**src/rtl/esc_pwm_array_if.sv**
```systemverilog
// esc_pwm_array_if: bundle between the flight-controller mixer and the
// multi-channel ESC PWM generator.
//   speed       : packed per-channel speeds, channel i at [i*SPEED_W +: SPEED_W]
//   off         : packed per-channel calibration offsets, same packing
//   upd         : 1-cycle strobe, capture speed/off into pending registers
//   arm         : level, 1 enables pulse generation
//   pwm         : per-channel PWM outputs
//   frame_start : 1-cycle pulse in the first cycle of each frame
//   upd_pending : captured setpoints not yet loaded into the shadow registers
// Modports: master = mixer side, slave = PWM generator side.
interface esc_pwm_array_if #(
  parameter int NUM_CH  = 4,
  parameter int SPEED_W = 11,
  parameter int OFF_W   = 10
);
  logic [NUM_CH*SPEED_W-1:0] speed;
  logic [NUM_CH*OFF_W-1:0]   off;
  logic                      upd;
  logic                      arm;
  logic [NUM_CH-1:0]         pwm;
  logic                      frame_start;
  logic                      upd_pending;

  modport master (
    output speed, off, upd, arm,
    input  pwm, frame_start, upd_pending
  );

  modport slave (
    input  speed, off, upd, arm,
    output pwm, frame_start, upd_pending
  );
endinterface

```
**src/rtl/esc_pwm_array.sv**
```systemverilog
// esc_pwm_array: NUM_CH-channel ESC PWM generator sharing one free-running
// frame counter so that every armed channel's rising edge is coincident.
// Per channel: pulse = min(BASE + ((speed + off) << SHIFT), MAX_PULSE),
// captured on upd into a pending register and moved into the active shadow
// register only at the frame wrap.
// Ports:
//   clk   : clock
//   rst_n : asynchronous active-low reset
//   bus   : esc_pwm_array_if slave (speed/off/upd/arm in; pwm/frame_start/
//           upd_pending out, all outputs registered)
module esc_pwm_array #(
  parameter int NUM_CH       = 4,
  parameter int PERIOD_WIDTH = 20,
  parameter int SPEED_W      = 11,
  parameter int OFF_W        = 10,
  parameter int SHIFT        = 4,
  parameter int BASE         = 50000,
  parameter int MAX_PULSE    = 100000
) (
  input  logic              clk,
  input  logic              rst_n,
  esc_pwm_array_if.slave    bus
);

  localparam int unsigned CW = SPEED_W + 1;
  localparam int unsigned RW = PERIOD_WIDTH + 1;

  logic [PERIOD_WIDTH-1:0] cnt;
  logic                    wrap;

  logic [CW-1:0]           comp      [NUM_CH];
  logic [RW-1:0]           raw       [NUM_CH];
  logic [PERIOD_WIDTH-1:0] pend_calc [NUM_CH];
  logic [PERIOD_WIDTH-1:0] pend      [NUM_CH];
  logic [PERIOD_WIDTH-1:0] shadow    [NUM_CH];

  logic [NUM_CH-1:0]       pwm;
  logic                    frame_start;
  logic                    upd_pending;
  logic                    armed_r;

  assign wrap = &cnt;

  // Pulse width from setpoint; raw is one bit wider than the counter so the
  // sum cannot overflow before the clamp.
  always_comb begin
    for (int unsigned i = 0; i < NUM_CH; i++) begin
      comp[i]      = CW'(bus.speed[i*SPEED_W +: SPEED_W]) + CW'(bus.off[i*OFF_W +: OFF_W]);
      raw[i]       = RW'(BASE) + (RW'(comp[i]) << SHIFT);
      pend_calc[i] = (raw[i] > RW'(MAX_PULSE)) ? PERIOD_WIDTH'(MAX_PULSE)
                                                : raw[i][PERIOD_WIDTH-1:0];
    end
  end

  always_ff @(posedge clk or negedge rst_n) begin
    if (!rst_n) cnt <= '0;
    else        cnt <= cnt + PERIOD_WIDTH'(1);
  end

  always_ff @(posedge clk or negedge rst_n) begin
    if (!rst_n) begin
      frame_start <= 1'b0;
      upd_pending <= 1'b0;
      armed_r     <= 1'b0;
    end else begin
      frame_start <= wrap;
      // A strobe in the wrap cycle keeps the flag set: its value is only
      // loaded at the following wrap.
      if (bus.upd)   upd_pending <= 1'b1;
      else if (wrap) upd_pending <= 1'b0;
      // armed_r only rises at a wrap, so re-arming mid-frame never yields
      // a partial pulse.
      if (wrap || !bus.arm) armed_r <= bus.arm;
    end
  end

  always_ff @(posedge clk or negedge rst_n) begin
    if (!rst_n) begin
      for (int unsigned i = 0; i < NUM_CH; i++) begin
        pend[i]   <= PERIOD_WIDTH'(BASE);
        shadow[i] <= PERIOD_WIDTH'(BASE);
      end
    end else begin
      for (int unsigned i = 0; i < NUM_CH; i++) begin
        if (bus.upd) pend[i]   <= pend_calc[i];
        if (wrap)    shadow[i] <= pend[i];
      end
    end
  end

  // pwm is high for cnt = 0 .. shadow-1, so it is cleared on the edge that
  // leaves cnt == shadow-1. At the wrap the incoming shadow value is pend.
  always_ff @(posedge clk or negedge rst_n) begin
    if (!rst_n) begin
      pwm <= '0;
    end else begin
      for (int unsigned i = 0; i < NUM_CH; i++) begin
        if (wrap)
          pwm[i] <= bus.arm & (|pend[i]);
        else if (!bus.arm || !armed_r)
          pwm[i] <= 1'b0;
        else if (cnt == shadow[i] - PERIOD_WIDTH'(1))
          pwm[i] <= 1'b0;
      end
    end
  end

  assign bus.pwm         = pwm;
  assign bus.frame_start = frame_start;
  assign bus.upd_pending = upd_pending;

endmodule
```
**src/flat_wrapper.sv**
```systemverilog
// flat-port wrapper written by rule: the top's interface ports become plain ports
module esc_pwm_array_flat 
#(
  parameter int NUM_CH       = 4,
  parameter int PERIOD_WIDTH = 20,
  parameter int SPEED_W      = 11,
  parameter int OFF_W        = 10,
  parameter int SHIFT        = 4,
  parameter int BASE         = 50000,
  parameter int MAX_PULSE    = 100000
)
  (clk, rst_n, bus_speed, bus_off, bus_upd, bus_arm, bus_pwm, bus_frame_start, bus_upd_pending);
  esc_pwm_array_if #(.NUM_CH(NUM_CH), .SPEED_W(SPEED_W), .OFF_W(OFF_W)) bus_i ();
  input  logic clk;
  input  logic rst_n;
  input wire logic [$bits(bus_i.speed)-1:0] bus_speed;
  input wire logic [$bits(bus_i.off)-1:0] bus_off;
  input wire logic [$bits(bus_i.upd)-1:0] bus_upd;
  input wire logic [$bits(bus_i.arm)-1:0] bus_arm;
  output wire logic [$bits(bus_i.pwm)-1:0] bus_pwm;
  output wire logic [$bits(bus_i.frame_start)-1:0] bus_frame_start;
  output wire logic [$bits(bus_i.upd_pending)-1:0] bus_upd_pending;
  assign bus_i.speed = bus_speed;
  assign bus_i.off = bus_off;
  assign bus_i.upd = bus_upd;
  assign bus_i.arm = bus_arm;
  assign bus_pwm = bus_i.pwm;
  assign bus_frame_start = bus_i.frame_start;
  assign bus_upd_pending = bus_i.upd_pending;
  esc_pwm_array #(.NUM_CH(NUM_CH), .PERIOD_WIDTH(PERIOD_WIDTH), .SPEED_W(SPEED_W), .OFF_W(OFF_W), .SHIFT(SHIFT), .BASE(BASE), .MAX_PULSE(MAX_PULSE)) u_core (.clk(clk), .rst_n(rst_n), .bus(bus_i));
endmodule
```
**config.mk**
```make
export PLATFORM = sky130hd
export DESIGN_NAME = esc_pwm_array_flat
export DESIGN_NICKNAME = d
export VERILOG_FILES = /design/src/rtl/esc_pwm_array_if.sv /design/src/rtl/esc_pwm_array.sv /design/src/flat_wrapper.sv
export SDC_FILE = /design/constraint.sdc
export NUM_CORES = 1
export LEC_CHECK = 0
export ABC_CLOCK_PERIOD_IN_PS = 3900
export BUFFER_PORTS_ARGS = -buffer_cell sky130_fd_sc_hd__clkbuf_2
export CORE_ASPECT_RATIO = 0.8
export CORE_MARGIN = 4
export CORE_UTILIZATION = 25
export CTS_CLUSTER_DIAMETER = 50
export DETAILED_ROUTE_END_ITERATION = 8
export GPL_TIMING_DRIVEN = 0
export SYNTH_ARGS = -nofsm -noshare
export SYNTH_HDL_FRONTEND = slang
export SYNTH_SLANG_ARGS = --single-unit
```
**constraint.sdc**
```tcl
create_clock -name clk -period 3.9 [get_ports clk]
set_clock_uncertainty 0.2 [all_clocks]
set_input_delay 0.975 -clock clk [delete_from_list [all_inputs] [get_ports clk]]
set_output_delay 0.975 -clock clk [all_outputs]
set_load 0.03 [all_outputs]
```
# Word level (Yosys, flattened, before mapping)
# Index checks and enable logic that the tools add are counted.
[op_classes] order_cmp=4 n_eq_ne=4 reduce_logical=14 bitwise=4 mux=18 addsub=13
[op_table] op="$gt A21 B17 Y1 const B" n=4
[op_table] op="$eq A20 B20 Y1" n=4
[op_table] op="$mux W20" n=4
[op_table] op="$reduce_or A20 Y1" n=4
[op_table] op="$sub A20 B1 Y20 const B" n=4
[op_table] op="$add A16 B16 Y17 const A" n=4
[op_table] op="$add A11 B10 Y12" n=4
[op_table] op="$add A20 B1 Y20 const B" n=1
[op_table] op="$reduce_and A20 Y1" n=1
[op_table] op="$mux W1" n=14
[op_table] op="$reduce_bool A3 Y1" n=4
[op_table] op="$and A1 B1 Y1" n=4
[op_table] op="$logic_not A1 Y1" n=2
[op_table] op="$logic_or A1 B1 Y1" n=2
[op_table] op="$reduce_bool A2 Y1" n=1
[word_totals] reg_bits=187 input_bits=88 out_inout_bits=6

# Depth between registers and ports, before layout
# Gate-level depths: netlist of the first run.
[depth] depth_word=5 depth_mapped=12 mapped_depth_nobuf=11

# Worst setup path after synthesis of the first run
# No wires, ideal clock.
[synth_path] kind="input to register" from="in bus_off[10]" to="reg u_core.pend[48] (netlist name)" arrival_time_ps=3775 setup_slack_ps=-169 stages=11 n_path_buf=1 cell_sequence="ha_1 > fa_1 > a21o_1 > a22oi_1 > mux2_1 > a221o_1 > or2_0 > or4_1 > buf_2 > a32oi_1 > o21ai_1"
[synth_between] elab_chain_len=4
[synth_rtl] element="start: declaration" line="flat_wrapper.sv:17" rtl="input wire logic [$bits(bus_i.off)-1:0] bus_off;"
[synth_rtl] element="$add A11 B10 Y12 (*)" line="esc_pwm_array.sv:48" rtl="comp[i] = CW'(bus.speed[i*SPEED_W +: SPEED_W]) + CW'(bus.off[i*OFF_W +: OFF_W]);"
[synth_rtl] element="$add A16 B16 Y17 (*)" line="esc_pwm_array.sv:49" rtl="raw[i] = RW'(BASE) + (RW'(comp[i]) << SHIFT);"
[synth_rtl] element="$gt A21 B17 Y1" line="esc_pwm_array.sv:50" rtl="pend_calc[i] = (raw[i] > RW'(MAX_PULSE)) ? PERIOD_WIDTH'(MAX_PULSE)"
[synth_rtl] element="$mux W20 (*)" line="esc_pwm_array.sv:50"
[synth_rtl] element="end signal: indexed assignment" line="esc_pwm_array.sv:80" rtl="pend[i] <= PERIOD_WIDTH'(BASE);"
[synth_rtl] element="end signal: indexed assignment" line="esc_pwm_array.sv:85" rtl="if (bus.upd) pend[i] <= pend_calc[i];"
[synth_rtl] element="end: declaration" line="esc_pwm_array.sv:34" rtl="logic [PERIOD_WIDTH-1:0] pend [NUM_CH];"
# Mark *: on every way between the ends. The rest lies on a longest branch, timed or not.
# A chain may end at the register's enable or synchronous reset.

# Final worst setup path of the first run
# Ends and elaborated chain as after synthesis.

==> impl_results.md, run 1 <==
* Max Cap Viol at 0
* Die height at 192 um
* Top FF cell, synth: dfrtp_1
* Hold_buf cts at 0
* Final std cells w/o fill at 1958
* Pleak at 5.50 nW
* Reg2reg setup slack at 0.29 ns
* Vias post-DR at 9893
* Asr flop ratio synth at 100%
* Post-layout util at 30.3%
* Initial core utilization at 25.3%
* Reg-to-reg startpoint: u_core.cnt[7]
* Post-route ant nets at 0
* Relative slew slack at 31.7%
* Layout cell share with drive strength beyond 1 at 17.6%
* Clk buf depth at 2
* FF+latch count, synth at 131
* TritonCTS clock tree: yes
* WL per Instance at 15.3 um
* Pins Over Slew Limit at 0
* FF-to-FF path depth at 10
* Worst-path clk slew at 0.06 ns
* Status: finished, final reports clean
* Vias in the first global route at 9431
* Ratio of final minimum period to clock period at 96.1%
* DRC at 0
* Root Buffer: clkbuf_16
* Initial antenna violation count at 0
* Die X at 238 um
* Largest net degree at the start of global routing at 78
* Placed insts at 1915
* RSZ-0062 raised after global routing: yes
* Insertion delay to the later sink of the worst-skew pair at 0.43 ns
* Pre-CTS setup slack at -0.525 ns
* Required time of the critical path at 4.04 ns
* Placement Rows at 67
* First-pass GRT wire length at 47900 um
* Post-synth EDFFs at 0
* CP Launch Type: input port
* Hold Path Depth at 2
* Maximum level of the CTS H-tree at 4
* Routed vias/inst at 5.05
* Core Area at 0.0419 mm^2
* GRT overflow at 0
* DR pass1 iterations at 5
* TritonCTS buffer count at 17
* Final Hold Fails at 0
* Final worst setup slack at 0.151 ns
* Drt total wl at 29900 um
* Crit path time final at 3.75 ns
* Crit path kind: input port to flop
* Worst Hold Endpoint: u_core.shadow[75]
* Final setup violation count at 0
* Arrival @ worst endpoint at 3.88 ns
* 1st-iter DRT viols at 531
* Hold Crit Class: flop to flop
* Synthesis-to-layout area growth at 19.8%
* Avg Inst Size Synth at 8.35 um^2
* Maximum clock rate at 0.267 GHz
* Final HPWL DP at 22400 um
* Critical path fanouts, max at 6
* Slew @ Worst Pin at 1.02 ns
* PortBufs at 92
* Die area at 0.0458 mm^2
* # clock sinks at 131
* FF-to-FF End: u_core.bus.pwm[1]
* Critical Path End Type: flop
* Overall Global Routing Usage at 12.8%
* I/O pin count at 94
* HP Start: u_core.pend[75]
* Maximum VDD drop at 0.000223 V
* Synth Instances at 1270
* Count of synthesis-stage warnings from yosys at 0
* Post-synthesis sequential area ratio at 31.5%
* Syn Std Cell Area at 0.0106 mm^2
* Final GP Congestion at 0.852
* Post-synth cell types at 91
* Nets at 1535
* Pwr Total at 0.00473 W
* Post-Synthesis Net Count at 1414
* Pwr dens at 373 mW/mm^2
==> per-layer routing <==
metal	up-vias	part of all wire [%]	global-route usage, %
li1	4892	-	-
met1	4750	49	17.9
met2	223	45	20.4
met3	28	4.2	2.25
met4	0	1.7	3.21
met5	-	0	0
==> cell type report <==
class / count / area (um^2)
Timing Repair Buffer: 102 / 564
Antenna cell: 2 / 5.00
Sequential cell: 131 / 3340
Multi-Input combinational cell: 1058 / 7150
Fill cell: 4464 / 29200
Clock buffer: 24 / 512
Inverter: 26 / 97.6
Tap cell: 552 / 691
Clock inverter: 8 / 123
Buffer: 55 / 221
==> logic make-up after synthesis <==
family          count (synthesis)  synth area share [%]
simple gates                  530                  24.7
buf+inv                        81                  2.95
xor+xnor                      127                  10.8
flops                         131                  31.5
mux                            23                  2.23
compound gates                322                  20.9
fa+ha+maj                      56                  6.89
==> state kept, by name, summed over array words and instances, names as in the netlist <==
name and count:
u_core.pend 52, u_core.shadow 52, u_core.cnt 20, u_core.bus.pwm 4, u_core.armed_r 1, u_core.bus.frame_start 1, u_core.bus.upd_pending 1
==> layout by cell type, fill, tap and decap left out, types with 47 or more instances in the layout <==
cell      Yosys  routed
a21oi_1      66      65
ha_1         52      51
o21ai_0      76      74
xnor2_1      73      71
dfstp_2      48      48
clkbuf_1     46      47
nand2_1     200     200
clkbuf_2      0      91
nor2_1       73      73
dfrtp_1      83      83
xor2_1       52      49
==> worst max-delay path by stage <==
stage	from	end	slack, ns	cells after the start
floorplan	bus_off[10]	u_core.pend[48]	-0.02	11
global placement	bus_off[0]	u_core.pend[66]	-0.44	10
detailed placement	bus_off[0]	u_core.pend[66]	-0.52	10
CTS	bus_off[20]	u_core.pend[32]	0.02	12
global route	bus_off[17]	u_core.pend[49]	-0.03	11
finish	bus_off[10]	u_core.pend[48]	0.15	12
==> per-stage QoR <==
| step | TNS [ns] | hold WS (ns) | area, um^2 |
|---|---|---|---|
| floorplan | -0.0205 | 0.214 | 10600 |
| global placement | -47.64 | 0.233 | 11800 |
| detailed placement | -15.81 | 0.250 | 11800 |
| CTS | 0 | 0.264 | 12500 |
| global route | -0.0555 | 0.283 | 12700 |
| finish | 0 | 0.265 | 12700 |
==> repair_timing <==
action	CTS	global route
setup buffers	0	9
setup endpoints to repair	3	41
pin swaps	0	8
gates resized for setup	3	21
==> synthesized netlist by cell type, types with 23 or more instances <==
cell	number	share of area (%)
nor4_1	23	1.4
dfstp_2	48	12
ha_1	52	6.1
xor2_1	52	4.3
nand3_1	42	2.0
a21oi_1	66	3.1
xnor2_1	73	6.0
dfrtp_1	83	20
nand2_1	200	7.1
clkbuf_1	46	1.6
nor3_1	43	2.0
a21o_1	25	1.8
nor2_1	73	2.6
inv_1	26	0.92
o21ai_0	76	3.6
==> worst max-delay path, stage by stage <==
cell	delay [ns]
clkbuf_2	0.11
ha_4	0.18
fa_2	0.39
a21o_1	0.22
a22oi_2	0.20
mux2_4	0.32
a221o_1	0.31
or2_0	0.23
or4_1	0.53
buf_6	0.16
a32oi_1	0.17
o21ai_1	0.09
==> report_power, final <==
| group | leakage, nW | internal [W] | switching (W) |
|---|---|---|---|
| registers | 1.57 | 0.00156 | 0.000130 |
| clock network | 0.304 | 0.00111 | 0.000605 |
| logic | 3.62 | 0.000576 | 0.000756 |
| total | 5.50 | 0.00324 | 0.00149 |
Note: power is estimated with default switching activity, not from simulation.
==> inputs of run 2 (changes only) <==
Settings changed: CORE_ASPECT_RATIO 0.8 to 0.7, CORE_MARGIN 4 to 1.5, GPL_ROUTABILITY_DRIVEN set to 0.
==> run 2 against run 1 <==
  * Clock-buffer cell count is 4 lower
  * Setup slack worse by 0.040 ns
  * Combinational power hardly changed
  * Critical endpoint is now u_core.pend[49]
  * Largest power group is now registers
==> impl_results.md, run 2 (synthesis gave the netlist of run 1 again) <==
* Pwr Total at 0.00454 W
* First-pass GRT wire length at 48800 um
* Most common cell after layout, fill and taps aside: nand2_1
* Vias post-DR at 9924
* DR pass1 iterations at 5
* Maximum level of the CTS H-tree at 4
* Pwr dens at 360 mW/mm^2
* Drt total wl at 30200 um
* Initial antenna violation count at 1
* Final HPWL DP at 22700 um
* Setup TNS at 0 ns
* Die height at 175 um
* Routed vias/inst at 5.10
* TritonCTS clock tree: yes
* Crit path cell chain: clkbuf_2 > ha_4 > fa_2 > a21o_1 > a22oi_2 > mux2_4 > a221o_1 > or2_0 > or4_1 > buf_6 > nand2_4 > o221a_1
* Placed insts at 1907
* CP Launch Type: input port
* Placed Area at 0.0118 mm^2
* Final Hold Fails at 0
* Critical Path End Type: flop
* Slew @ Worst Pin at 0.968 ns
* Pins Over Slew Limit at 0
* Fill cells at 4412
* Post-route ant nets at 0
* TritonCTS buffer count at 17
* 1st-iter DRT viols at 615
* Maximum clock rate at 0.264 GHz
* Reg2reg setup slack at 0.33 ns
* Insertion delay to the later sink of the worst-skew pair at 0.43 ns
* Final std cells w/o fill at 1946
* Slowest cell on crit path: or4_1
* Top flop regs: u_core.pend: 52 flops, u_core.shadow: 52 flops, u_core.cnt: 20 flops
* Placement Rows at 62
* Required time of the critical path at 4.07 ns
* I/O pin count at 94
* Nets at 1533
* Relative slew slack at 35.5%
* Max incr delay on CP at 0.54 ns
* Worst-path clk slew at 0.06 ns
* PortBufs at 92
* Overall Global Routing Usage at 13.7%
* ANT cells at 0
* CP delay by family, top: compound AO/OA/AOI/OAI gates
* Worst Path Buf+Inv at 2
* Die X at 249 um
* GRT overflow at 0
* Ratio of final minimum period to clock period at 97.2%
* Maximum VDD drop at 0.000286 V
* Clk buf depth at 2
* Largest net degree at the start of global routing at 82
* Layout cell share with drive strength beyond 1 at 17.5%
* Status: finished, final reports clean
* Initial core utilization at 25.6%
* Core Area at 0.0414 mm^2
* Arrival @ worst endpoint at 3.96 ns
* Critical path fanouts, max at 6
* Crit path kind: input port to flop
* Hold Crit Class: flop to flop
* Max Cap Viol at 0
* Die area at 0.0437 mm^2
* Synthesis-to-layout area growth at 18.8%
* Root Buffer: clkbuf_16
* Worst hold slack at 0.259 ns
* WL per Instance at 15.5 um
* Vias in the first global route at 9319
* Pleak at 5.46 nW
* DRC at 0
* # clock sinks at 131
* Most frequent cells in the layout: 200 x nand2_1, 91 x clkbuf_2, 83 x dfrtp_1, 74 x o21ai_0, 73 x nor2_1
* Final setup violation count at 0
* Crit path time final at 3.79 ns
* Hold_buf cts at 0
* Post-route cell area at 0.0126 mm^2
run 2: changes by cell type in the layout (fill, tap and decap cells not counted), moves of 2 or more:
cell	change
clkbuf_8	-5
clkinv_2	+2
buf_4	-2
a21oi_1	-3
a21oi_2	+3
diode_2	-2
clkinv_4	+4
bufinv_16	-2
run 2: layout make-up:
type / instances / area [um^2] / area share (%)
repair buffers: 100 / 549 / 4.36
clock inverters: 12 / 109 / 0.864
multi-input cells: 1058 / 7150 / 56.8
inverters: 26 / 97.6 / 0.775
well taps: 544 / 681 / 5.40
clock buffers: 20 / 447 / 3.55
flip-flops and latches: 131 / 3340 / 26.5
plain buffers: 55 / 221 / 1.76
run 2: per-stage QoR:
stage	setup slack [ns]	utilization, %
CTS	0.0145	29.9
detailed placement	-0.530	28.5
floorplan	-0.0205	-
global placement	-0.547	28.5
finish	0.111	30.4
global route	-0.0431	30.4
run 2: tightest hold or removal path, stage by stage, from the launching register on:
cell and delay, ns:
dfstp_2 0.37, nand2_1 0.05, nand2_1 0.05
run 2: repair_timing:
item	4_1_cts	5_1_grt
pin swaps	0	4
buffers inserted	0	7
resized for setup	3	23
setup endpoints to repair	2	42
run 2: power breakdown:
group	switching, W	internal [W]
sequential	0.000131	0.00156
combinational	0.000768	0.000570
clock	0.000615	0.000893
total	0.00151	0.00302
run 2: final timing paths:
check | from | to | cells past startpoint
min | u_core.pend[54] | u_core.shadow[54] | 2
max in group asynchronous | rst_n | u_core.shadow[74] | 2
min reg2reg | u_core.pend[54] | u_core.shadow[54] | 2
min in group asynchronous | rst_n | u_core.pend[47] | 1
max reg2reg | u_core.cnt[7] | u_core.bus.pwm[1] | 10
max | bus_speed[11] | u_core.pend[49] | 12
run 2: metal layers:
layer  vias up  part of all wire [%]  GRT usage [%]
li1       4903                     -              -
met5         -                     0              0
met4         0                   1.1           2.77
met1      4769                    49           19.9
met2       222                    44           21.2
met3        30                   5.7           2.59
